--- config.mk ---
export PLATFORM = sky130hd
export DESIGN_NAME = req_queue_flat
export DESIGN_NICKNAME = d
export VERILOG_FILES = /design/src/rtl/arbitration_pkg.sv /design/src/rtl/req_queue_if.sv /design/src/rtl/req_queue_channel.sv /design/src/rtl/req_queue.sv /design/src/flat_wrapper.sv
export SDC_FILE = /design/constraint.sdc
export NUM_CORES = 1
export LEC_CHECK = 0
export CAP_MARGIN = 10
export CORE_MARGIN = 3
export CORE_UTILIZATION = 60
export DETAILED_ROUTE_END_ITERATION = 12
export PLACE_DENSITY_LB_ADDON = 0.12
export SYNTH_ARGS = -nofsm -noshare
export SYNTH_HDL_FRONTEND = slang
export SYNTH_SLANG_ARGS = --single-unit
--- constraint.sdc ---
create_clock -name clk -period 5 [get_ports clk]
set_input_delay 0.5 -clock clk [delete_from_list [all_inputs] [get_ports clk]]
set_output_delay 0.5 -clock clk [all_outputs]
set_load 0.1 [all_outputs]
--- src/rtl/arbitration_pkg.sv ---
// Shared arbitration types for the bus masters and their request queues.
//   NUM_MASTERS : number of bus masters
//   arb_vector  : one bit per master (request / grant / status vectors)
//   rq_state_e  : per-master request-queue channel state
//   cnt_width() : width of a pending counter able to hold 0..depth
package arbitration;

  localparam int NUM_MASTERS = 3;

  typedef logic [NUM_MASTERS-1:0] arb_vector;

  typedef enum logic [1:0] {RQ_IDLE, RQ_WAIT, RQ_GRANTED} rq_state_e;

  function automatic int cnt_width(input int depth);
    return $clog2(depth + 1);
  endfunction

endpackage

--- src/rtl/req_queue_if.sv ---
// Client/bus side signal bundle of the request queue.
//   client_req  : one-cycle pulse per new transaction, per master
//   bus_grant   : arbiter grant vector (tap)
//   bus_ack     : slave acknowledge (tap)
//   master_req  : level request per master, high while transactions are pending
//   pending     : per-master pending count
//   overflow    : sticky, request arrived while full
//   starve      : master waited TIMEOUT cycles without a grant
//   busy        : any master requesting
// slave modport is the queue's view, master modport the driver's view.
interface req_queue_if import arbitration::*; #(
  parameter int DEPTH = 4
) ();

  localparam int CW = cnt_width(DEPTH);

  arb_vector                        client_req;
  arb_vector                        bus_grant;
  logic                             bus_ack;
  arb_vector                        master_req;
  logic [NUM_MASTERS-1:0][CW-1:0]   pending;
  arb_vector                        overflow;
  arb_vector                        starve;
  logic                             busy;

  modport slave (
    input  client_req, bus_grant, bus_ack,
    output master_req, pending, overflow, starve, busy
  );

  modport master (
    output client_req, bus_grant, bus_ack,
    input  master_req, pending, overflow, starve, busy
  );

endinterface

--- src/rtl/req_queue_channel.sv ---
// One master's slice of the request queue: pending counter, sticky
// overflow flag, request FSM and no-grant wait counter.
//   clk, reset     : clock, synchronous active-high reset
//   client_req_i   : transaction pulse for this master
//   bus_grant_i    : this master's grant bit
//   bus_ack_i      : slave acknowledge
//   master_req_o   : pending count non-zero
//   pending_o      : pending count
//   overflow_o     : sticky overflow
//   starve_o       : waited TIMEOUT cycles without grant
//
// state      | meaning
// -----------+---------------------------------------------------
// RQ_IDLE    | nothing pending
// RQ_WAIT    | work pending, no grant held; wait counter running
// RQ_GRANTED | work pending and grant held
module req_channel import arbitration::*; #(
  parameter  int DEPTH   = 4,
  parameter  int TIMEOUT = 15,
  localparam int CW      = cnt_width(DEPTH)
) (
  input  logic          clk,
  input  logic          reset,
  input  logic          client_req_i,
  input  logic          bus_grant_i,
  input  logic          bus_ack_i,
  output logic          master_req_o,
  output logic [CW-1:0] pending_o,
  output logic          overflow_o,
  output logic          starve_o
);

  localparam int            WW        = $clog2(TIMEOUT + 1);
  localparam logic [CW-1:0] DEPTH_C   = CW'(DEPTH);
  localparam logic [WW-1:0] TIMEOUT_C = WW'(TIMEOUT);

  rq_state_e     state_q, state_d;
  logic [CW-1:0] cnt_q, cnt_d;
  logic [WW-1:0] wait_q, wait_d;
  logic          ovf_q, ovf_d;
  logic          starve_q, starve_d;
  logic          done;

  always_comb begin
    // a grant+ack only completes something when there is something to complete
    done     = bus_grant_i & bus_ack_i & (cnt_q != '0);
    cnt_d    = cnt_q;
    ovf_d    = ovf_q;
    state_d  = state_q;
    wait_d   = wait_q;
    starve_d = 1'b0;

    if (client_req_i && !done) begin
      if (cnt_q < DEPTH_C) cnt_d = cnt_q + CW'(1);
      else                 ovf_d = 1'b1;
    end else if (done && !client_req_i) begin
      cnt_d = cnt_q - CW'(1);
    end

    case (state_q)
      RQ_IDLE: begin
        if (cnt_d != '0) state_d = RQ_WAIT;
      end
      RQ_WAIT: begin
        // a completion sampled in the same cycle the grant first shows up
        // can drain the last entry; go straight home rather than sit in
        // GRANTED with nothing pending
        if (done && cnt_d == '0) state_d = RQ_IDLE;
        else if (bus_grant_i)    state_d = RQ_GRANTED;
      end
      RQ_GRANTED: begin
        if (done)              state_d = (cnt_d == '0) ? RQ_IDLE : RQ_WAIT;
        else if (!bus_grant_i) state_d = RQ_WAIT;
      end
      default: state_d = RQ_IDLE;
    endcase

    if (state_d != state_q && state_d != RQ_IDLE)
      wait_d = '0;
    else if (state_q == RQ_WAIT && !bus_grant_i && wait_q != TIMEOUT_C)
      wait_d = wait_q + WW'(1);

    // computed from next-state values so the flag lands on the same edge
    // the counter reaches TIMEOUT
    starve_d = (state_d == RQ_WAIT) && (wait_d == TIMEOUT_C);
  end

  always_ff @(posedge clk) begin
    if (reset) begin
      state_q  <= RQ_IDLE;
      cnt_q    <= '0;
      wait_q   <= '0;
      ovf_q    <= 1'b0;
      starve_q <= 1'b0;
    end else begin
      state_q  <= state_d;
      cnt_q    <= cnt_d;
      wait_q   <= wait_d;
      ovf_q    <= ovf_d;
      starve_q <= starve_d;
    end
  end

  assign master_req_o = (cnt_q != '0);
  assign pending_o    = cnt_q;
  assign overflow_o   = ovf_q;
  assign starve_o     = starve_q;

endmodule

--- src/rtl/req_queue.sv ---
// Per-master request queue in front of the bus masters. Turns client
// transaction pulses into level master requests held until every queued
// transaction completes (grant & ack), and flags overflow and starvation.
//   clk, reset : clock, synchronous active-high reset
//   bus        : req_queue_if slave modport (client pulses, bus taps,
//                master_req / pending / overflow / starve / busy)
module req_queue import arbitration::*; #(
  parameter int DEPTH   = 4,
  parameter int TIMEOUT = 15
) (
  input  logic        clk,
  input  logic        reset,
  req_queue_if.slave  bus
);

  localparam int CW = cnt_width(DEPTH);

  arb_vector                      mreq;
  arb_vector                      ovf;
  arb_vector                      stv;
  logic [NUM_MASTERS-1:0][CW-1:0] pend;

  for (genvar i = 0; i < NUM_MASTERS; i++) begin : g_ch
    req_channel #(
      .DEPTH   (DEPTH),
      .TIMEOUT (TIMEOUT)
    ) u_ch (
      .clk          (clk),
      .reset        (reset),
      .client_req_i (bus.client_req[i]),
      .bus_grant_i  (bus.bus_grant[i]),
      .bus_ack_i    (bus.bus_ack),
      .master_req_o (mreq[i]),
      .pending_o    (pend[i]),
      .overflow_o   (ovf[i]),
      .starve_o     (stv[i])
    );
  end

  assign bus.master_req = mreq;
  assign bus.pending    = pend;
  assign bus.overflow   = ovf;
  assign bus.starve     = stv;
  assign bus.busy       = |mreq;

endmodule
--- src/flat_wrapper.sv ---
// flat-port wrapper written by rule: the top's interface ports become plain ports
module req_queue_flat import arbitration::*;
#(
  parameter int DEPTH   = 4,
  parameter int TIMEOUT = 15
)
  (clk, reset, bus_client_req, bus_bus_grant, bus_bus_ack, bus_master_req, bus_pending, bus_overflow, bus_starve, bus_busy);
  req_queue_if #(.DEPTH(DEPTH)) bus_i ();
  input  logic clk;
  input  logic reset;
  input wire logic [$bits(bus_i.client_req)-1:0] bus_client_req;
  input wire logic [$bits(bus_i.bus_grant)-1:0] bus_bus_grant;
  input wire logic [$bits(bus_i.bus_ack)-1:0] bus_bus_ack;
  output wire logic [$bits(bus_i.master_req)-1:0] bus_master_req;
  output wire logic [$bits(bus_i.pending)-1:0] bus_pending;
  output wire logic [$bits(bus_i.overflow)-1:0] bus_overflow;
  output wire logic [$bits(bus_i.starve)-1:0] bus_starve;
  output wire logic [$bits(bus_i.busy)-1:0] bus_busy;
  assign bus_i.client_req = bus_client_req;
  assign bus_i.bus_grant = bus_bus_grant;
  assign bus_i.bus_ack = bus_bus_ack;
  assign bus_master_req = bus_i.master_req;
  assign bus_pending = bus_i.pending;
  assign bus_overflow = bus_i.overflow;
  assign bus_starve = bus_i.starve;
  assign bus_busy = bus_i.busy;
  req_queue #(.DEPTH(DEPTH), .TIMEOUT(TIMEOUT)) u_core (.clk(clk), .reset(reset), .bus(bus_i));
endmodule
==> results.json, run 1 <==
{
  "post-cts-setup-buffers": 0,
  "async_flop_share": 0,
  "grt_pass1_wl_um": 8310,
  "min_period_over_period": 0.629,
  "rr_startpoint": "u_core.g_ch[2].u_ch.pending_o[0]",
  "vias": 2036,
  "final_cells": 337,
  "min_to": "u_core.g_ch[1].u_ch.overflow_o",
  "ctsLongestPathBuffers": 2,
  "yosysTopAreaCellShare": 0.286,
  "slowest_stage": "clkdlybuf4s50_1",
  "path_clk_slew_ps": 80,
  "ys_seq_area_frac": 0.286,
  "cp.arrival_ps": 2650,
  "fillers": 271,
  "avgViaCountPerCell": 6.04,
  "die_height_um": 68.0,
  "synthCells": 280,
  "cts_made_buffers": 5,
  "crit_type": "flop to output pin",
  "tns_ps": 0,
  "place_congestion": 0.861,
  "drc": 0,
  "area_delta_synth_final_pct": 14.1,
  "worst-path-buf-inv": 3,
  "grt_max_degree": 27,
  "synth_top_cell_by_area": "dfxtp_1",
  "ant_nets": 0,
  "synth-warning-count": 0,
  "p_leak_uw": 0.000966,
  "ys.flop_type": "dfxtp_1",
  "peakVddDrop_v": 0.000289,
  "cap_violations": 0,
  "wire_per_inst_um": 14.9,
  "critPathTopFamily": "buffers and inverters",
  "cts_hold_buf": 0,
  "syn-cell-area_mm2": 0.00231,
  "path_max_fanout": 5,
  "crit_path_start_kind": "flop",
  "reg2reg_to": "u_core.g_ch[2].u_ch.starve_o",
  "setup_ws_ps": 1850,
  "first_iter_violations": 169,
  "outcome": "complete, no violations",
  "cts_root_buffer": "clkbuf_8",
  "antenna_found_initial": 0,
  "worst_path_most_repeated_cell": "inv_1",
  "placed_cells": 329,
  "tightest_slew_ps": 980,
  "grt_pass1_vias": 1920,
  "final_hold_viol_count": 0,
  "drive_gt1_frac": 0.0859,
  "yosysUniqueCellTypes": 62,
  "hold_depth": 2,
  "first_pass_iters": 4,
  "reg2reg_slack_ps": 2400,
  "worst_setup_path_end_kind": "output pin",
  "fp.dieW_um": 68.0,
  "htreeDepth": 2,
  "port_buffers": 27,
  "power.total_uw": 1180,
  "rsz0062_at_grt": "false",
  "nNetsFinal": 311,
  "coreArea_mm2": 0.00352,
  "track_usage": 0.235,
  "start_util": 0.656,
  "cpPeakStageDelay_ps": 970,
  "cp_cell_sequence": "inv_1, ha_1, nor2b_2, inv_1, or3_1, clkdlybuf4s50_1",
  "cts_sinks": 33,
  "cts_tree": "built",
  "relSlewSlack": 0.345,
  "min_from": "u_core.g_ch[1].u_ch.overflow_o",
  "required_ps": 4500,
  "grt_overflow": 0,
  "finalSetupViolations": 0,
  "postSynthAreaPerCell_um2": 8.24,
  "period_minus_slack_ps": 3150,
  "hold_path_class": "flop to flop",
  "clock_latency_ps": 290,
  "place_ws_ps": 2060,
  "cellPowerDensity_mw_per_mm2": 447,
  "ys_seq_elements": 33,
  "drv_slew": 0,
  "io_pins": 28,
  "dieArea_mm2": 0.00463,
  "fmax_mhz": 318,
  "synth-edff-count": 0,
  "syn_nets": 301,
  "rows": 21,
  "cts-resized-gates": 0,
  "fin_skew_ps": 9.34,
  "totalWireLength_um": 5010,
  "synth.area.top_cells": "dfxtp_1, ha_1, nor2_1",
  "reg2reg_depth": 9,
  "antenna_cells": 0,
  "hpwlAfterDp_um": 3590
}
==> how the worst max path moves through the flow <==
| stage | start | end | slack [ps] | cells past startpoint |
|---|---|---|---|---|
| after global placement | bus_bus_ack | u_core.g_ch[2].u_ch.wait_q[3] | 2150 | 6 |
| after detailed placement | bus_bus_ack | u_core.g_ch[1].u_ch.wait_q[1] | 2060 | 7 |
| final | u_core.g_ch[2].u_ch.pending_o[0] | bus_busy | 1850 | 6 |
| after floorplan | u_core.g_ch[2].u_ch.pending_o[0] | u_core.g_ch[2].u_ch.wait_q[0] | 1940 | 8 |
| after CTS | u_core.g_ch[2].u_ch.pending_o[0] | bus_busy | 1840 | 6 |
| after global routing | u_core.g_ch[2].u_ch.pending_o[0] | bus_busy | 1740 | 6 |
==> synthesized netlist by cell type (2+ instances only) <==
master and number:
a21boi_0 3, a21o_1 5, a21oi_1 9, a22oi_1 2, a31oi_1 5, and2_1 6
and3b_1 2, buf_2 6, buf_4 10, clkbuf_1 8, dfxtp_1 33, ha_1 12
inv_1 13, mux2i_1 4, nand2_1 22, nand2b_1 6, nand3_1 8, nand3b_1 3
nand4_1 4, nand4b_1 5, nor2_1 26, nor2b_1 4, nor3_1 8, nor3b_1 3
nor4_1 10, o21ai_0 11, o31ai_1 5, or3b_2 2, xnor2_1 10, xor2_1 3
==> worst min-delay path, delay by kind of cell, from the launching register on <==
| kind | cells | cell delay (ps) |
|---|---|---|
| flip-flops | 1 | 330 |
| AND/OR/NAND/NOR | 1 | 70 |
| AO/OA/AOI/OAI | 1 | 40 |
==> area by class of cell <==
cell class	count	area, µm²	area share
flip-flops and latches	33	661	0.251
repair buffers	27	270	0.103
clock buffers	5	68.8	0.0261
clock inverters	3	65.1	0.0247
well taps	46	57.6	0.0218
inverters	13	48.8	0.0185
multi-input cells	210	1460	0.556
==> state kept, by name (all words and copies together) (netlist names) <==
name                         flops
u_core.g_ch.u_ch.state_q         6
u_core.g_ch.u_ch.pending_o       9
u_core.g_ch.u_ch.starve_o        3
u_core.g_ch.u_ch.wait_q         12
u_core.g_ch.u_ch.overflow_o      3
==> logic make-up after synthesis <==
group           after synthesis  synth area share
simple gates                116             0.277
buf+inv                      37            0.0797
fa+ha+maj                    12            0.0650
xor+xnor                     13            0.0493
mux                           5            0.0222
compound gates               64             0.221
flops                        33             0.286
==> report_power, final <==
| part | switching [µW] | total [µW] | internal (µW) |
|---|---|---|---|
| sequential | 47.6 | 338 | 290 |
| combinational | 358 | 536 | 178 |
| clock | 105 | 303 | 198 |
==> per-layer routing <==
metal | vias to the layer above | routed length [µm] | GRT usage | share of wire
met5 | - | 0 | 0 | 0
met4 | 0 | 70 | 0.0993 | 0.014
met3 | 7 | 266 | 0.0525 | 0.053
met2 | 62 | 2290 | 0.383 | 0.46
met1 | 937 | 2380 | 0.297 | 0.47
li1 | 1030 | - | - | -
==> through the flow <==
| step | hold WS [ps] | cell area [µm²] | util |
|---|---|---|---|
| 2_1_floorplan | 438 | 2310 | - |
| 3_3_place_gp | 456 | 2500 | 0.710 |
| 3_5_place_dp | 463 | 2500 | 0.710 |
| 4_1_cts | 481 | 2640 | 0.748 |
| 5_1_grt | 527 | 2640 | 0.748 |
| 6_report | 474 | 2640 | 0.748 |
==> placed cells by master (no fill, tap or decap), drive strengths merged, types with 3 or more instances in the layout <==
cell | synthesis | final
a21boi | 4 | 4
nand4b | 5 | 5
o31ai | 6 | 6
and2 | 7 | 7
clkbuf | 8 | 5
clkdlybuf4s50 | 0 | 27
nand4 | 4 | 4
nor3 | 9 | 9
a21oi | 9 | 9
nor2 | 26 | 26
nor3b | 3 | 3
nand3b | 3 | 3
inv | 13 | 13
xor2 | 3 | 3
ha | 12 | 12
o21ai | 11 | 11
nand2b | 7 | 7
mux2i | 4 | 4
a31oi | 6 | 6
nor4 | 10 | 10
nor2b | 5 | 5
a21o | 5 | 5
nand3 | 8 | 8
xnor2 | 10 | 10
dfxtp | 33 | 33
nand2 | 22 | 22
No activity file was read; power rests on OpenSTA's default activity.
==> run 2: changes to the inputs <==
--- a/config.mk
+++ b/config.mk
@@ -7,7 +7,7 @@
 export LEC_CHECK = 0
 export CAP_MARGIN = 10
 export CORE_MARGIN = 3
-export CORE_UTILIZATION = 60
+export CORE_UTILIZATION = 56
 export DETAILED_ROUTE_END_ITERATION = 12
 export PLACE_DENSITY_LB_ADDON = 0.12
 export SYNTH_ARGS = -nofsm -noshare
==> constraint.sdc (replaced) <==
create_clock -name clk -period 3.1 [get_ports clk]
set_input_delay 0.31 -clock clk [delete_from_list [all_inputs] [get_ports clk]]
set_output_delay 0.31 -clock clk [all_outputs]
set_load 0.1 [all_outputs]
==> run 2 against run 1 <==
Effect of this change:
- global-route usage fell by 2.2 points
- sequential power up 62%
- worst hold slack got worse by 0.84 ps
- die area up 6.5%
- register-to-register slack worse by 1700 ps
- wire length decreased by 0.88%
- flip-flop and latch count unchanged
- clock power increased by 19%
- largest cell class unchanged
- power is 50% higher
- clock-buffer cell count is 2 higher
- utilization fell by 6.5 points
- non-clock buffer count grew 4
==> results.json, run 2 (synthesized netlist as in run 1, its figures left out) <==
{
  "io_pins": 28,
  "cts-resized-gates": 0,
  "reg2reg_slack_ps": 670,
  "placed_area_mm2": 0.00251,
  "drive_gt1_frac": 0.125,
  "wire_per_inst_um": 14.5,
  "m1WireLength_um": 2370,
  "slowest_stage": "clkdlybuf4s50_1",
  "top_layer_used": "met4",
  "design_area_mm2": 0.00262,
  "rsz0062_at_grt": "false",
  "nNetsFinal": 315,
  "largest_register_ffs": 12,
  "drc": 0,
  "antenna_found_initial": 0,
  "tns_ps": 0,
  "area_delta_synth_final_pct": 13.3,
  "dr_wl_met2_um": 2250,
  "min_from": "u_core.g_ch[0].u_ch.overflow_o",
  "worst_setup_path_end_kind": "flop",
  "port_buffers": 27,
  "reg2reg_to": "u_core.g_ch[1].u_ch.wait_q[1]",
  "min_to": "u_core.g_ch[0].u_ch.overflow_o",
  "finalSetupViolations": 0,
  "drv_slew": 0,
  "post-cts-setup-buffers": 0,
  "cellPowerDensity_mw_per_mm2": 676,
  "first_pass_iters": 5,
  "hpwlAfterDp_um": 3640,
  "cap_violations": 0,
  "vias": 2080,
  "peakVddDrop_v": 0.000309,
  "cts_hold_buf": 0,
  "crit_path_start_kind": "input port",
  "coreArea_mm2": 0.00383,
  "totalWireLength_um": 4960,
  "final_hold_viol_count": 0,
  "fin_skew_ps": 6.16,
  "antenna_cells": 0,
  "place_congestion": 0.816,
  "period_minus_slack_ps": 2430,
  "path_clk_slew_ps": 60,
  "min_period_over_period": 0.785,
  "fp.dieW_um": 70.2,
  "track_usage": 0.213,
  "ctsLongestPathBuffers": 2,
  "fin_util": 0.683,
  "cpPeakStageDelay_ps": 720,
  "hold_depth": 2,
  "path_max_fanout": 13,
  "outcome": "complete, no violations",
  "reg2reg_depth": 8,
  "worst-path-buf-inv": 1,
  "rows": 22,
  "cts_sinks": 33,
  "rr_startpoint": "u_core.g_ch[1].u_ch.pending_o[0]",
  "cp.arrival_ps": 2620,
  "dieArea_mm2": 0.00493,
  "regMostFlops": "u_core.g_ch.u_ch.wait_q",
  "grt_overflow": 0,
  "cts_tree": "built",
  "die_height_um": 70.2,
  "required_ps": 3290,
  "hold_path_class": "flop to flop",
  "grt_max_degree": 15,
  "fmax_mhz": 411,
  "avgViaCountPerCell": 6.06,
  "final_cell_mix": "dfxtp_1, nor2_1, nand2_1",
  "critPathTopFamily": "simple AND/OR/NAND/NOR gates",
  "clock_latency_ps": 290,
  "crit_type": "input port to flop",
  "first_iter_violations": 112,
  "relSlewSlack": 0.346,
  "wl_met3_um": 261,
  "cp_cell_sequence": "clkdlybuf4s50_1, nand2_1, or3_4, a21o_1, a211oi_4, o32ai_2, nor4_1",
  "ant_nets": 0,
  "start_util": 0.603,
  "grt_pass1_wl_um": 8630,
  "cts_root_buffer": "clkbuf_8",
  "htreeDepth": 2,
  "tightest_slew_ps": 978,
  "p_leak_uw": 0.000983,
  "cts_made_buffers": 5,
  "mostFrequentLayoutCell": "dfxtp_1",
  "grt_pass1_vias": 1871
}
run 2: worst min-delay path: cells and delay by family (launching register included):
family / cells / cell delay (ps)
AO/OA/AOI/OAI: 1 / 40
flip-flops: 1 / 320
AND/OR/NAND/NOR: 1 / 70
run 2: metrics by stage:
step / hold slack [ps] / worst slack (ps) / total power (µW) / instances
floorplan: 438 / 39.9 / 1260 / 280
global placement: 449 / 487 / 1400 / 335
detailed placement: 464 / 377 / 1410 / 335
CTS: 479 / 671 / 1770 / 343
global route: 488 / 425 / 1860 / 343
finish: 473 / 667 / 1770 / 343
run 2: layout make-up:
class / instances / area [µm²]
well taps: 48 / 60.1
clock buffers: 7 / 96.3
multi-input cells: 210 / 1460
clock inverters: 1 / 5.00
fillers: 316 / 1210
repair buffers: 31 / 280
flip-flops and latches: 33 / 661
inverters: 13 / 48.8
run 2: how the worst max path moves through the flow:
stage / slack, ps / startpoint / depth (start not counted) / to
3_3_place_gp: 490 / bus_bus_ack / 7 / u_core.g_ch[2].u_ch.wait_q[2]
3_5_place_dp: 380 / bus_bus_ack / 7 / u_core.g_ch[2].u_ch.wait_q[0]
6_report: 670 / bus_bus_ack / 7 / u_core.g_ch[2].u_ch.wait_q[0]
4_1_cts: 670 / bus_bus_ack / 7 / u_core.g_ch[2].u_ch.wait_q[0]
5_1_grt: 430 / u_core.g_ch[2].u_ch.pending_o[0] / 10 / u_core.g_ch[2].u_ch.wait_q[2]
2_1_floorplan: 40 / u_core.g_ch[2].u_ch.pending_o[0] / 8 / u_core.g_ch[2].u_ch.wait_q[0]
run 2: metal layers:
layer,vias to the layer above,GRT usage
met2,48,0.338
met3,5,0.0446
met4,0,0.0787
li1,1039,-
met1,988,0.282
met5,-,0
run 2: report_power, final:
part	switching, µW	internal (µW)	leakage, µW	total [µW]
clock	161	201	0.0000542	361
combinational	575	285	0.000661	860
sequential	77.7	468	0.000268	546
==> run 3: changes to the inputs <==
==> constraint.sdc (replaced) <==
create_clock -name clk -period 2.3 [get_ports clk]
set_input_delay 0.23 -clock clk [delete_from_list [all_inputs] [get_ports clk]]
set_output_delay 0.23 -clock clk [all_outputs]
set_load 0.1 [all_outputs]
==> run 3 against run 2 <==
Effect of this change:
- sequential power grew 37%
- critical path type is now flop to flop
- non-clock buffer count grew 23
- clock skew is essentially flat
- flip-flop and latch count is the same
- wire length grew 3.0%
- power grew 45%
- clock power grew 33%
- sequential share of layout area shrank 1.2 points
==> results.json, run 3 (synthesized netlist as in run 1, its figures left out) <==
{
  "relSlewSlack": 0.712,
  "path_max_fanout": 4,
  "min_period_over_period": 0.957,
  "cts_made_buffers": 5,
  "cellPowerDensity_mw_per_mm2": 896,
  "drc": 0,
  "worst-path-buf-inv": 2,
  "track_usage": 0.214,
  "area_delta_synth_final_pct": 23.9,
  "grt.met3_usage": 0.0604,
  "coreArea_mm2": 0.00383,
  "io_pins": 28,
  "largest_register_ffs": 12,
  "outcome": "complete, no violations",
  "crit_path_start_kind": "flop",
  "dieArea_mm2": 0.00493,
  "cts_sinks": 33,
  "fp.dieW_um": 70.2,
  "tightest_slew_ps": 428,
  "avgViaCountPerCell": 5.85,
  "critPathTopFamily": "compound AO/OA/AOI/OAI gates",
  "first_pass_iters": 4,
  "slowest_stage": "or3_4",
  "final_hold_viol_count": 0,
  "peakVddDrop_v": 0.000828,
  "path_clk_slew_ps": 70,
  "drive_gt1_frac": 0.280,
  "totalWireLength_um": 5110,
  "grt_pass1_vias": 1917,
  "ctsLongestPathBuffers": 2,
  "period_minus_slack_ps": 2200,
  "busiest_layer": "met2",
  "rows": 22,
  "first_iter_violations": 127,
  "fmax_mhz": 454,
  "crit_type": "flop to flop",
  "drv_slew": 0,
  "clock_latency_ps": 290,
  "gr-usage-met2": 0.324,
  "fin_skew_ps": 6.15,
  "hold_path_class": "flop to flop",
  "antenna_cells": 0,
  "setup_ws_ps": 99.7,
  "cts_root_buffer": "clkbuf_8",
  "cpPeakStageDelay_ps": 380,
  "antenna_found_initial": 0,
  "start_util": 0.603,
  "fin_util": 0.748,
  "timing.hold.ws_ps": 479,
  "worst_setup_path_end_kind": "flop",
  "cp_cell_sequence": "inv_2, ha_4, nor2b_4, or3_4, a21o_1, a211oi_4, buf_4, o32ai_4, a2111oi_2",
  "nNetsFinal": 338,
  "finalSetupViolations": 0,
  "hpwlAfterDp_um": 3840,
  "cp.arrival_ps": 2390,
  "p_leak_uw": 0.00114,
  "die_height_um": 70.2,
  "grt_max_degree": 11,
  "grt_overflow": 0,
  "required_ps": 2490,
  "place_congestion": 0.849,
  "place_ws_ps": -99.7,
  "cts_tree": "built",
  "regMostFlops": "u_core.g_ch.u_ch.wait_q",
  "power.total_uw": 2560,
  "vias": 2140,
  "final_cell_mix": "buf_4, nor2_1, dfxtp_1",
  "htreeDepth": 2,
  "rsz0062_at_grt": "true",
  "ant_nets": 0,
  "port_buffers": 27,
  "cts_hold_buf": 0,
  "met1_usage": 0.283,
  "cap_violations": 0,
  "grt_pass1_wl_um": 8600,
  "mostFrequentLayoutCell": "buf_4",
  "wire_per_inst_um": 14.0
}
==> run 3: cell count changes in the layout (fill, tap and decap cells not counted), moves of 2 or more <==
cell,delta
buf_4,+33
clkdlybuf4s50_1,-11
dfxtp_1,-9
dfxtp_4,+6
dfxtp_2,+3
inv_1,-3
inv_2,+2
o31ai_1,-2
o31ai_2,+2
==> run 3: cell type report <==
class	instances	area (µm²)
tap	48	60.1
multi-input combinational	210	1520
clock buffer	7	96.3
timing repair buffer	54	438
sequential	33	687
inverter	13	51.3
clock inverter	1	5.00
fill	274	966
==> run 3: stage by stage <==
step	cells	TNS [ps]	instance area (µm²)
floorplan	280	0	2350
global placement	353	-123	2680
detailed placement	353	-708	2680
CTS	361	0	2780
global route	366	-68.9	2860
finish	366	0	2860
==> run 3: path summary, 6_finish.rpt <==
| path | startpoint | to | slack, ps | depth (start not counted) |
|---|---|---|---|---|
| min | u_core.g_ch[0].u_ch.overflow_o | u_core.g_ch[0].u_ch.overflow_o | 480 | 2 |
| max | u_core.g_ch[2].u_ch.pending_o[1] | u_core.g_ch[2].u_ch.wait_q[1] | 100 | 9 |
| min reg2reg | u_core.g_ch[0].u_ch.overflow_o | u_core.g_ch[0].u_ch.overflow_o | 480 | 2 |
| max reg2reg | u_core.g_ch[2].u_ch.pending_o[1] | u_core.g_ch[2].u_ch.wait_q[1] | 100 | 9 |
==> run 3: report_power, final <==
| part | switching [µW] | internal [µW] |
|---|---|---|
| logic | 830 | 504 |
| registers | 107 | 639 |
| clock network | 210 | 270 |
==> run 3: what timing repair did <==
item                                    CTS  global route
resized for setup                         0             6
buffers inserted                          0             5
endpoints found under the setup margin    0            14
endpoints found under the hold margin     0             0
==> run 3: worst register-to-register path, stage by stage, from the launching register on <==
cell and delay (ps):
dfxtp_4 370, inv_2 60, ha_4 160, nor2b_4 120, or3_4 380, a21o_1 240, a211oi_4 250, buf_4 160
o32ai_4 80, a2111oi_2 290
==> run 3: per-layer routing <==
metal | routed length (µm) | share of wire | up-vias
met5 | 0 | 0 | -
met4 | 91 | 0.018 | 0
met3 | 232 | 0.045 | 9
met2 | 2350 | 0.46 | 54
met1 | 2440 | 0.48 | 994
li1 | - | - | 1083
